`src/rtl/tiny_synth_noise_pkg.sv`:
```
// Shared noise definitions: seed, LFSR step and sample tap.
// Also used by the single-voice noise generator.
package tiny_synth_noise_pkg;

  typedef logic [22:0] lfsr_t;

  localparam lfsr_t NOISE_SEED =
    23'b01101110010010000101011;

  function automatic lfsr_t lfsr_step(
    input lfsr_t l
  );
    return {l[21:0], l[22] ^ l[17]};
  endfunction

  function automatic logic [7:0] noise_tap(
    input lfsr_t l
  );
    return {l[22], l[20], l[16], l[13],
            l[11], l[7], l[4], l[2]};
  endfunction

endpackage

```
`src/rtl/noise_voice_scheduler_if.sv`:
```
// Control and sample-stream bundle of the
// time-multiplexed noise scheduler.
interface noise_voice_scheduler_if #(
  parameter int VOICES      = 4,
  parameter int FREQ_BITS   = 16,
  parameter int OUTPUT_BITS = 12
);
  localparam int VB = $clog2(VOICES);

  logic                   freq_wr;
  logic [VB-1:0]          freq_wr_voice;
  logic [FREQ_BITS-1:0]   freq_wr_data;
  logic                   reseed_req;
  logic [VB-1:0]          reseed_voice;
  logic                   reseed_ack;
  logic                   dout_valid;
  logic [VB-1:0]          dout_voice;
  logic [OUTPUT_BITS-1:0] dout;
  logic                   step;

  modport master (
    output freq_wr, freq_wr_voice,
    output freq_wr_data,
    output reseed_req, reseed_voice,
    input  reseed_ack,
    input  dout_valid, dout_voice,
    input  dout, step
  );

  modport slave (
    input  freq_wr, freq_wr_voice,
    input  freq_wr_data,
    input  reseed_req, reseed_voice,
    output reseed_ack,
    output dout_valid, dout_voice,
    output dout, step
  );

endinterface

```
`src/rtl/noise_voice_bank.sv`:
```
// Per-voice freq/acc/lfsr storage with one slot-addressed
// read/update port and one independent freq write port.
module noise_voice_bank
  import tiny_synth_noise_pkg::*;
#(
  parameter int VOICES    = 4,
  parameter int FREQ_BITS = 16,
  parameter int ACC_BITS  = 20,
  localparam int VB       = $clog2(VOICES)
) (
  input  logic                 clk,
  input  logic                 rst,
  input  logic [VB-1:0]        slot,
  input  logic                 reseed,
  input  logic                 wr_en,
  input  logic [VB-1:0]        wr_voice,
  input  logic [FREQ_BITS-1:0] wr_data,
  output lfsr_t                lfsr_nxt,
  output logic                 stepped
);

  localparam int PAD = ACC_BITS - FREQ_BITS + 1;

  logic [FREQ_BITS-1:0] freq [VOICES];
  logic [ACC_BITS-1:0]  acc  [VOICES];
  lfsr_t                lfsr [VOICES];

  logic [ACC_BITS:0]   sum;
  logic                carry;
  logic [ACC_BITS-1:0] acc_nxt;

  assign sum = {1'b0, acc[slot]}
             + {{PAD{1'b0}}, freq[slot]};
  assign carry = sum[ACC_BITS];

  always_comb begin
    acc_nxt  = sum[ACC_BITS-1:0];
    lfsr_nxt = lfsr[slot];
    stepped  = 1'b0;
    unique case (1'b1)
      reseed: begin
        acc_nxt  = '0;
        lfsr_nxt = NOISE_SEED;
      end
      (!reseed && carry): begin
        lfsr_nxt = lfsr_step(lfsr[slot]);
        stepped  = 1'b1;
      end
      default: ;
    endcase
  end

  // Same-cycle write to the serviced voice: the
  // service above already read the old word.
  always_ff @(posedge clk or posedge rst) begin
    if (rst) begin
      for (int i = 0; i < VOICES; i++) begin
        freq[i] <= '0;
        acc[i]  <= '0;
        lfsr[i] <= NOISE_SEED;
      end
    end else begin
      if (wr_en) freq[wr_voice] <= wr_data;
      acc[slot]  <= acc_nxt;
      lfsr[slot] <= lfsr_nxt;
    end
  end

endmodule

```
`src/rtl/noise_voice_scheduler.sv`:
```
// Round-robin noise engine: slot counter, reseed
// handshake and registered sample stream.
module noise_voice_scheduler
  import tiny_synth_noise_pkg::*;
#(
  parameter int VOICES      = 4,
  parameter int FREQ_BITS   = 16,
  parameter int ACC_BITS    = 20,
  parameter int OUTPUT_BITS = 12
) (
  input logic clk,
  input logic rst,
  noise_voice_scheduler_if.slave bus
);

  localparam int VB = $clog2(VOICES);

  logic [VB-1:0]          slot;
  logic                   hit;
  lfsr_t                  lfsr_nxt;
  logic                   stepped;
  logic [OUTPUT_BITS-1:0] sample;

  assign hit = bus.reseed_req
            && (bus.reseed_voice == slot);

  noise_voice_bank #(
    .VOICES   (VOICES),
    .FREQ_BITS(FREQ_BITS),
    .ACC_BITS (ACC_BITS)
  ) u_bank (
    .clk     (clk),
    .rst     (rst),
    .slot    (slot),
    .reseed  (hit),
    .wr_en   (bus.freq_wr),
    .wr_voice(bus.freq_wr_voice),
    .wr_data (bus.freq_wr_data),
    .lfsr_nxt(lfsr_nxt),
    .stepped (stepped)
  );

  // Tap byte left-aligned, low bits zero.
  assign sample =
    OUTPUT_BITS'(noise_tap(lfsr_nxt))
      << (OUTPUT_BITS - 8);

  always_ff @(posedge clk or posedge rst) begin
    if (rst) begin
      slot           <= '0;
      bus.dout_valid <= 1'b0;
      bus.dout_voice <= '0;
      bus.dout       <= '0;
      bus.step       <= 1'b0;
      bus.reseed_ack <= 1'b0;
    end else begin
      slot           <= slot + 1'b1;
      bus.dout_valid <= 1'b1;
      bus.dout_voice <= slot;
      bus.dout       <= sample;
      bus.step       <= stepped;
      bus.reseed_ack <= hit;
    end
  end

endmodule

```
`src/flat_wrapper.sv`:
```
// flat-port wrapper written by rule: the top's interface ports become plain ports
module noise_voice_scheduler_flat import tiny_synth_noise_pkg::*;
#(
  parameter int VOICES      = 4,
  parameter int FREQ_BITS   = 16,
  parameter int ACC_BITS    = 20,
  parameter int OUTPUT_BITS = 12
)
  (clk, rst, bus_freq_wr, bus_freq_wr_voice, bus_freq_wr_data, bus_reseed_req, bus_reseed_voice, bus_reseed_ack, bus_dout_valid, bus_dout_voice, bus_dout, bus_step);
  noise_voice_scheduler_if #(.VOICES(VOICES), .FREQ_BITS(FREQ_BITS), .OUTPUT_BITS(OUTPUT_BITS)) bus_i ();
  input logic clk;
  input logic rst;
  input wire logic [$bits(bus_i.freq_wr)-1:0] bus_freq_wr;
  input wire logic [$bits(bus_i.freq_wr_voice)-1:0] bus_freq_wr_voice;
  input wire logic [$bits(bus_i.freq_wr_data)-1:0] bus_freq_wr_data;
  input wire logic [$bits(bus_i.reseed_req)-1:0] bus_reseed_req;
  input wire logic [$bits(bus_i.reseed_voice)-1:0] bus_reseed_voice;
  output wire logic [$bits(bus_i.reseed_ack)-1:0] bus_reseed_ack;
  output wire logic [$bits(bus_i.dout_valid)-1:0] bus_dout_valid;
  output wire logic [$bits(bus_i.dout_voice)-1:0] bus_dout_voice;
  output wire logic [$bits(bus_i.dout)-1:0] bus_dout;
  output wire logic [$bits(bus_i.step)-1:0] bus_step;
  assign bus_i.freq_wr = bus_freq_wr;
  assign bus_i.freq_wr_voice = bus_freq_wr_voice;
  assign bus_i.freq_wr_data = bus_freq_wr_data;
  assign bus_i.reseed_req = bus_reseed_req;
  assign bus_i.reseed_voice = bus_reseed_voice;
  assign bus_reseed_ack = bus_i.reseed_ack;
  assign bus_dout_valid = bus_i.dout_valid;
  assign bus_dout_voice = bus_i.dout_voice;
  assign bus_dout = bus_i.dout;
  assign bus_step = bus_i.step;
  noise_voice_scheduler #(.VOICES(VOICES), .FREQ_BITS(FREQ_BITS), .ACC_BITS(ACC_BITS), .OUTPUT_BITS(OUTPUT_BITS)) u_core (.clk(clk), .rst(rst), .bus(bus_i));
endmodule
```
`config.mk`:
```
export PLATFORM = sky130hd
export DESIGN_NAME = noise_voice_scheduler_flat
export DESIGN_NICKNAME = d
export VERILOG_FILES = /design/src/rtl/tiny_synth_noise_pkg.sv /design/src/rtl/noise_voice_scheduler_if.sv /design/src/rtl/noise_voice_bank.sv /design/src/rtl/noise_voice_scheduler.sv /design/src/flat_wrapper.sv
export SDC_FILE = /design/constraint.sdc
export NUM_CORES = 1
export LEC_CHECK = 0
export BUFFER_PORTS_ARGS = -buffer_cell sky130_fd_sc_hd__buf_4
export CAP_MARGIN = 40
export CORE_ASPECT_RATIO = 0.5
export CORE_UTILIZATION = 60
export CTS_BUF_LIST = sky130_fd_sc_hd__clkbuf_4 sky130_fd_sc_hd__clkbuf_8
export DETAILED_ROUTE_END_ITERATION = 7
export GPL_ROUTABILITY_DRIVEN = 0
export GPL_TIMING_DRIVEN = 0
export PLACE_DENSITY = 0.85
export SLEW_MARGIN = 10
export SYNTH_ARGS = -nofsm -noshare
export SYNTH_HDL_FRONTEND = slang
export SYNTH_SLANG_ARGS = --single-unit
```
`constraint.sdc`:
```
create_clock -name clk -period 11 [get_ports clk]
set_clock_uncertainty 0.2 [all_clocks]
set_input_delay 0 -clock clk [delete_from_list [all_inputs] [get_ports clk]]
set_output_delay 0 -clock clk [all_outputs]
set_load 0.01 [all_outputs]
```
==> flow_summary.yaml, run 1 <==
floorplanning:
  pin_count: 41
  die_h_um: 105
  die_area_um2: 21800
  die_x_um: 208
  core_area_um2: 20600
  std_cell_rows: 37
  start_util_pct: 61.6
routing:
  antenna_left: 0
  wire_per_inst_um: 23.8
  num_vias: 10100
  via_per_inst: 6.84
  drcViolationCount: 23
  drt_iter0_drc: 1624
  routed_wl_mm: 35.3
  dr.pass1.iters: 8
critical_path:
  arrival_ps: 5720
  required_ps: 11270
  startpoint_type: "register"
  critPathKind: "register to register"
  crit_fanout: 10
  end_kind: "register"
  reg2reg_slack_ps: 5560
clocking:
  clk_pin_slew_ps: 70
  cts_hold_buf: 25
  post-cts-setup-buffers: 0
  clk_latency_ps: 560
  clockBufferDepth: 3
  cts_resized: 0
  cts_tree: "yes"
  numCtsBuffers: 37
  clock_sinks: 251
  clockRootBuffer: "clkbuf_8"
  htree_levels: 2
placement:
  place.detailed.hpwl_mm: 23.0
  port_buffers: 36
  dpl_cell_area_um2: 13400
  dp.cells: 1392
grt:
  grt_usage_pct: 33.2
  grt_start_max_net_pins: 122
  grt_pass1_wl_mm: 56.1
  overflow: 0
  antenna_found_initial: 1
  grt_pass1_vias: 10300
finish:
  fin_nets: 1228
  regArea_um2: 6340
  stdcell_area_um2: 14500
  drive_above_1_share_pct: 29.9
  n_antenna_cell: 0
  multiInputGateArea_um2: 5860
  fillers: 1377
  area_delta_synth_final_pct: 13.7
  stdcell_count: 1482
run_status:
  status: "finished with violations"
  violations: "design-rule violations"
synthesis:
  synth_async_sr_flop_share_pct: 100
  ys_seq_elements: 251
  ys_warn_count: 0
  syn_inst: 1076
  synth_edf_count: 0
  synth_flop_cell: "dfrtp_1"
  ys_types: 64
  synth_area_leaders: "dfrtp_1 (41%), mux4_2 (10%), dfstp_2 (9.1%)"
  syn-cell-area_um2: 12700
  ys_seq_area_share_pct: 49.8
  synth_top_area_share_pct: 40.7
  syn_avg_cell_area_um2: 11.8
  synth_area_leader_cell: "dfrtp_1"
sta:
  setup-tns-final_ps: 0
  maxSlewHeadroom_pct: 36.6
  rsz0062_at_grt: "no"
  finalCritPeriodShare_pct: 49.5
  final_hold_viol_count: 0
  min_period_ps: 5440
  holdWs_ps: 44.2
  slew_viol_final: 0
  fmax_ghz: 0.184
  worstMarginPinSlew_ps: 952
  setup_viol: 0
power:
  fin_total_pwr_mw: 3.14
  ir_worst_vdd_uv: 113
  power_leakage_nw: 6.11
  p_per_area_nw_per_um2: 217
flow_run:
  maxCapViolations: 0
worst_hold_path:
  min_path_type: "input port to register"
## flip-flops by register name, indices dropped and copies added (netlist names)
signal and flops:
u_core.bus.dout_valid 1, u_core.bus.step 1, u_core.bus.reseed_ack 1, u_core.bus.dout 8, u_core.slot 2, u_core.bus.dout_voice 2, u_core.u_bank.lfsr 92, u_core.u_bank.acc 80
u_core.u_bank.freq 64
## cells in the mapped netlist (2+ instances only)
cell type and number:
o21a_1 2, a21o_1 5, and3_1 2, o221ai_1 4, mux2i_1 3, inv_1 30, nor3_1 23, a311oi_1 42
a311oi_2 2, nand3b_1 2, dfrtp_1 207, nand4_1 15, mux2_2 92, buf_2 21, o2111ai_1 9, a31o_2 5
a41o_1 8, o2bb2ai_1 20, clkbuf_1 47, o32ai_1 4, xor2_1 3, o211ai_1 10, nand3_2 2, nand3_1 18
nor2b_1 14, and2_1 12, a31oi_1 49, dfstp_2 44, nand4_2 6, buf_6 5, buf_4 10, nor2_1 120
conb_1 2, o21ai_0 16, a21oi_1 38, nand2_1 66, buf_1 4, mux4_2 59, ha_1 20, xnor2_1 9
or3_1 3
## cells by family after synthesis
| kind of cell | Yosys count | synth area share [%] |
|---|---|---|
| buf+inv | 118 | 4.28 |
| fa+ha+maj | 21 | 2.12 |
| flops | 251 | 49.8 |
| simple gates | 290 | 10.7 |
| xor+xnor | 12 | 0.826 |
| mux | 154 | 18.8 |
| compound gates | 228 | 13.4 |
| other cells | 2 | 0.0590 |
## per-stage QoR
stage | setup slack, ps | utilization [%]
finish | 5560 | 70.1
global route | 5350 | 70.1
CTS | 5690 | 70.1
detailed placement | 5690 | 65.0
global placement | 1860 | 64.6
floorplan | 3970 | -
## cell type report
type	instances	area share, %
tap	273	2.36
clock buffer	60	5.06
clock inverter	5	0.415
buffer	87	2.96
inverter	31	0.856
multi-input combinational	710	40.5
timing repair buffer	65	4.09
sequential	251	43.8
## final timing paths
check                                               from                            endpoint  depth (start not counted)
worst max-delay path            u_core.slot[0]$_DFF_PP0_  u_core.u_bank.lfsr[84]$_DFFE_PP0P_                         16
worst min-delay path                 bus_freq_wr_data[8]   u_core.u_bank.freq[8]$_DFFE_PP0P_                          3
worst max register to register  u_core.slot[0]$_DFF_PP0_  u_core.u_bank.lfsr[84]$_DFFE_PP0P_                         16
worst min register to register  u_core.slot[1]$_DFF_PP0_  u_core.bus.dout_voice[1]$_DFF_PP0_                          0
max in group asynchronous                            rst   u_core.u_bank.acc[55]$_DFFE_PP0P_                          5
min in group asynchronous                            rst  u_core.u_bank.lfsr[71]$_DFFE_PP0P_                          4
## cell usage in the layout, fill, tap and decap left out, types with 6 or more instances in the layout
cell type | netlist | final
clkbuf_4 | 0 | 15
o2111ai_1 | 9 | 9
nand4_1 | 15 | 15
nand2_1 | 66 | 66
dlygate4sd3_1 | 0 | 25
mux4_2 | 59 | 59
dfstp_2 | 44 | 44
a41o_1 | 8 | 8
nor2_1 | 120 | 120
nor2b_1 | 14 | 14
nand3_1 | 18 | 18
a311oi_1 | 42 | 42
a21oi_1 | 38 | 38
clkbuf_8 | 0 | 45
xnor2_1 | 9 | 9
buf_2 | 21 | 22
nand4_2 | 6 | 6
o211ai_1 | 10 | 10
dfrtp_1 | 207 | 207
buf_6 | 5 | 6
mux2_2 | 92 | 92
clkbuf_1 | 47 | 47
o2bb2ai_1 | 20 | 20
o21ai_0 | 16 | 16
inv_1 | 30 | 29
buf_4 | 10 | 46
a31oi_1 | 49 | 49
nor3_1 | 23 | 23
ha_1 | 20 | 20
and2_1 | 12 | 12
## per-layer routing
| layer | track usage [%] | wire length (µm) |
|---|---|---|
| met1 | 45.5 | 13900 |
| met2 | 50.1 | 16000 |
| met3 | 9.02 | 3920 |
| met4 | 14.7 | 1540 |
| met5 | 0 | 0 |
## worst max-delay path, cell delays in order (launching register included)
cell       delay [ps]
dfrtp_1           420
buf_4             220
buf_2             440
buf_2             420
buf_2             420
mux4_2            600
ha_1              240
inv_1              80
fa_1              200
nor2b_1            90
o2111ai_2         300
a211oi_4          130
o41ai_2           460
buf_2             320
buf_2             320
o211ai_1          230
a31oi_1           260
## where the power goes
group	internal [mW]	switching, mW
combinational	0.460	0.586
sequential	1.16	0.124
clock	0.446	0.371
total	2.06	1.08
Power figures use the tool's default switching activity.
==> inputs of run 2 (changes only) <==
clock period = 5.57 ns   (was 11 ns; I/O delays follow)
==> flow_summary.yaml, run 2 (same netlist as run 1, synthesis figures left out) <==
routing:
  num_vias: 10300
  wire_per_inst_um: 24.2
  via_per_inst: 6.92
  dr.pass1.iters: 6
  drcViolationCount: 0
  routed_wl_mm: 36.0
  drt_iter0_drc: 1488
  antenna_left: 0
floorplanning:
  start_util_pct: 61.6
  die_area_um2: 21800
  die_h_um: 105
  pin_count: 41
  core_area_um2: 20600
  die_x_um: 208
  std_cell_rows: 37
placement:
  dpl_cell_area_um2: 13500
  port_buffers: 36
  place.detailed.hpwl_mm: 23.6
  dp.cells: 1397
  dp_slack_ps: 310
run_status:
  status: "complete, no violations"
power:
  clkPwrFrac_pct: 27.0
  combPwrFrac_pct: 33.0
  power_switching_mw: 2.16
  swShare_pct: 34.1
  p_per_area_nw_per_um2: 432
  power.internal_mw: 4.17
  fin_total_pwr_mw: 6.33
  power_leakage_nw: 6.19
  ir_worst_vdd_uv: 250
  pwr-share-seq_pct: 40.0
finish:
  final_common_cell: "dfrtp_1"
  n_antenna_cell: 0
  area_delta_synth_final_pct: 15.1
  largest_register_ffs: 92
  reg_top3: "u_core.u_bank.lfsr (92), u_core.u_bank.acc (80), u_core.u_bank.freq (64)"
  mostFrequentLayoutCells: "dfrtp_1 (207), nor2_1 (120), mux2_2 (92)"
  drive_above_1_share_pct: 30.3
  fin_nets: 1235
  largest_register: "u_core.u_bank.lfsr"
  stdcell_count: 1491
  stdcell_area_um2: 14700
critical_path:
  cp.depth: 14
  crit_path_max_incr_delay_ps: 580
  crit_fanout: 10
  reg2reg_from: "u_core.slot[1]$_DFF_PP0_"
  r2r-end: "u_core.u_bank.lfsr[15]$_DFFE_PP0P_"
  cpMostUsedCell: "buf_2"
  cpLargestDelayFamily: "buffers and inverters"
  crit_chain: "buf_2 > buf_2 > buf_1 > buf_6 > clkbuf_1 > mux4_2 > ha_1 > a21oi_1 > a31oi_1 > o41ai_2 > buf_2 > buf_2 > o211ai_1 > a31oi_1"
  startpoint_type: "register"
  critPathSlowestCell: "clkbuf_1"
  required_ps: 5830
  end_kind: "register"
  critPathKind: "register to register"
  crit_end: "u_core.u_bank.lfsr[15]$_DFFE_PP0P_"
  arrival_ps: 5620
  reg2reg_slack_ps: 220
  rr_worst_depth: 14
  crit_buf_inv: 7
  cp-startpoint: "u_core.slot[1]$_DFF_PP0_"
sta:
  final_hold_viol_count: 0
  setup_ws_ps: 216
  finalCritPeriodShare_pct: 96.1
  maxSlewHeadroom_pct: 39.8
  fmax_ghz: 0.187
  rsz0062_at_grt: "no"
  min_period_ps: 5350
  worstMarginPinSlew_ps: 903
  setup-tns-final_ps: 0
  slew_viol_final: 0
  setup_viol: 0
grt:
  grt_pass1_wl_mm: 57.6
  grt_start_max_net_pins: 43
  grt_pass1_vias: 10600
  grt_usage_pct: 34.0
  overflow: 0
  antenna_found_initial: 0
clocking:
  htree_levels: 2
  post-cts-setup-buffers: 0
  cts_tree: "yes"
  clk_latency_ps: 550
  numCtsBuffers: 37
  clock_sinks: 251
  clk_pin_slew_ps: 70
  clockBufferDepth: 3
  clockRootBuffer: "clkbuf_8"
flow_run:
  maxCapViolations: 0
worst_hold_path:
  min_path_type: "input port to register"
## run 2: worst min-delay path by stage
| stage | from | end | slack [ps] | depth (start not counted) |
|---|---|---|---|---|
| final | bus_freq_wr_data[5] | u_core.u_bank.freq[21]$_DFFE_PP0P_ | 70 | 3 |
| after global routing | bus_freq_wr_data[1] | u_core.u_bank.freq[49]$_DFFE_PP0P_ | 80 | 3 |
| after CTS | bus_freq_wr_data[5] | u_core.u_bank.freq[21]$_DFFE_PP0P_ | 60 | 3 |
| after detailed placement | rst | u_core.bus.dout[11]$_DFF_PP0_ | -90 | 2 |
| after global placement | bus_freq_wr_data[1] | u_core.u_bank.freq[33]$_DFFE_PP0P_ | 60 | 2 |
| after floorplan | bus_freq_wr_data[0] | u_core.u_bank.freq[0]$_DFFE_PP0P_ | -50 | 1 |
## run 2: area by class of cell
class                           count  area, µm²
Inverter                           31        120
Clock buffer                       61        771
Timing Repair Buffer               72        704
Buffer                             87        437
Tap cell                          273        342
Clock inverter                      6       86.3
Fill cell                        1335       6000
Multi-Input combinational cell    710       5860
Sequential cell                   251       6340
## run 2: what timing repair did
action | in CTS | in global routing
gates resized for setup | 0 | 5
endpoints found under the hold margin | 199 | 0
hold buffers | 27 | 0
endpoints found under the setup margin | 0 | 27
## run 2: worst min-delay path: stages
cell and delay (ps):
dlygate4sd3_1 520, buf_4 120, mux2_2 130
## run 2: stage by stage
stage          hold slack, ps  utilization, %
2_1_floorplan           -49.4               -
3_3_place_gp             57.3            64.7
3_5_place_dp            -88.1            65.5
4_1_cts                  56.2            70.9
5_1_grt                  81.3            71.0
6_report                 65.4            71.0
## run 2: metal layers
metal	track usage, %	vias up	part of all wire (%)
li1	-	4275	-
met3	9.77	188	12
met5	0	-	0
met4	16.3	0	4.7
met2	53.1	764	46
met1	44.3	5091	38
## run 2: power by group through the flow
| stage | clock network, mW | logic [mW] | registers (mW) |
|---|---|---|---|
| 2_1_floorplan | 0 | 1.54 | 2.46 |
| 3_3_place_gp | 0 | 1.87 | 2.50 |
| 3_5_place_dp | 0 | 1.99 | 2.54 |
| 4_1_cts | 1.70 | 2.03 | 2.52 |
| 5_1_grt | 1.79 | 2.24 | 2.57 |
| 6_report | 1.71 | 2.09 | 2.53 |
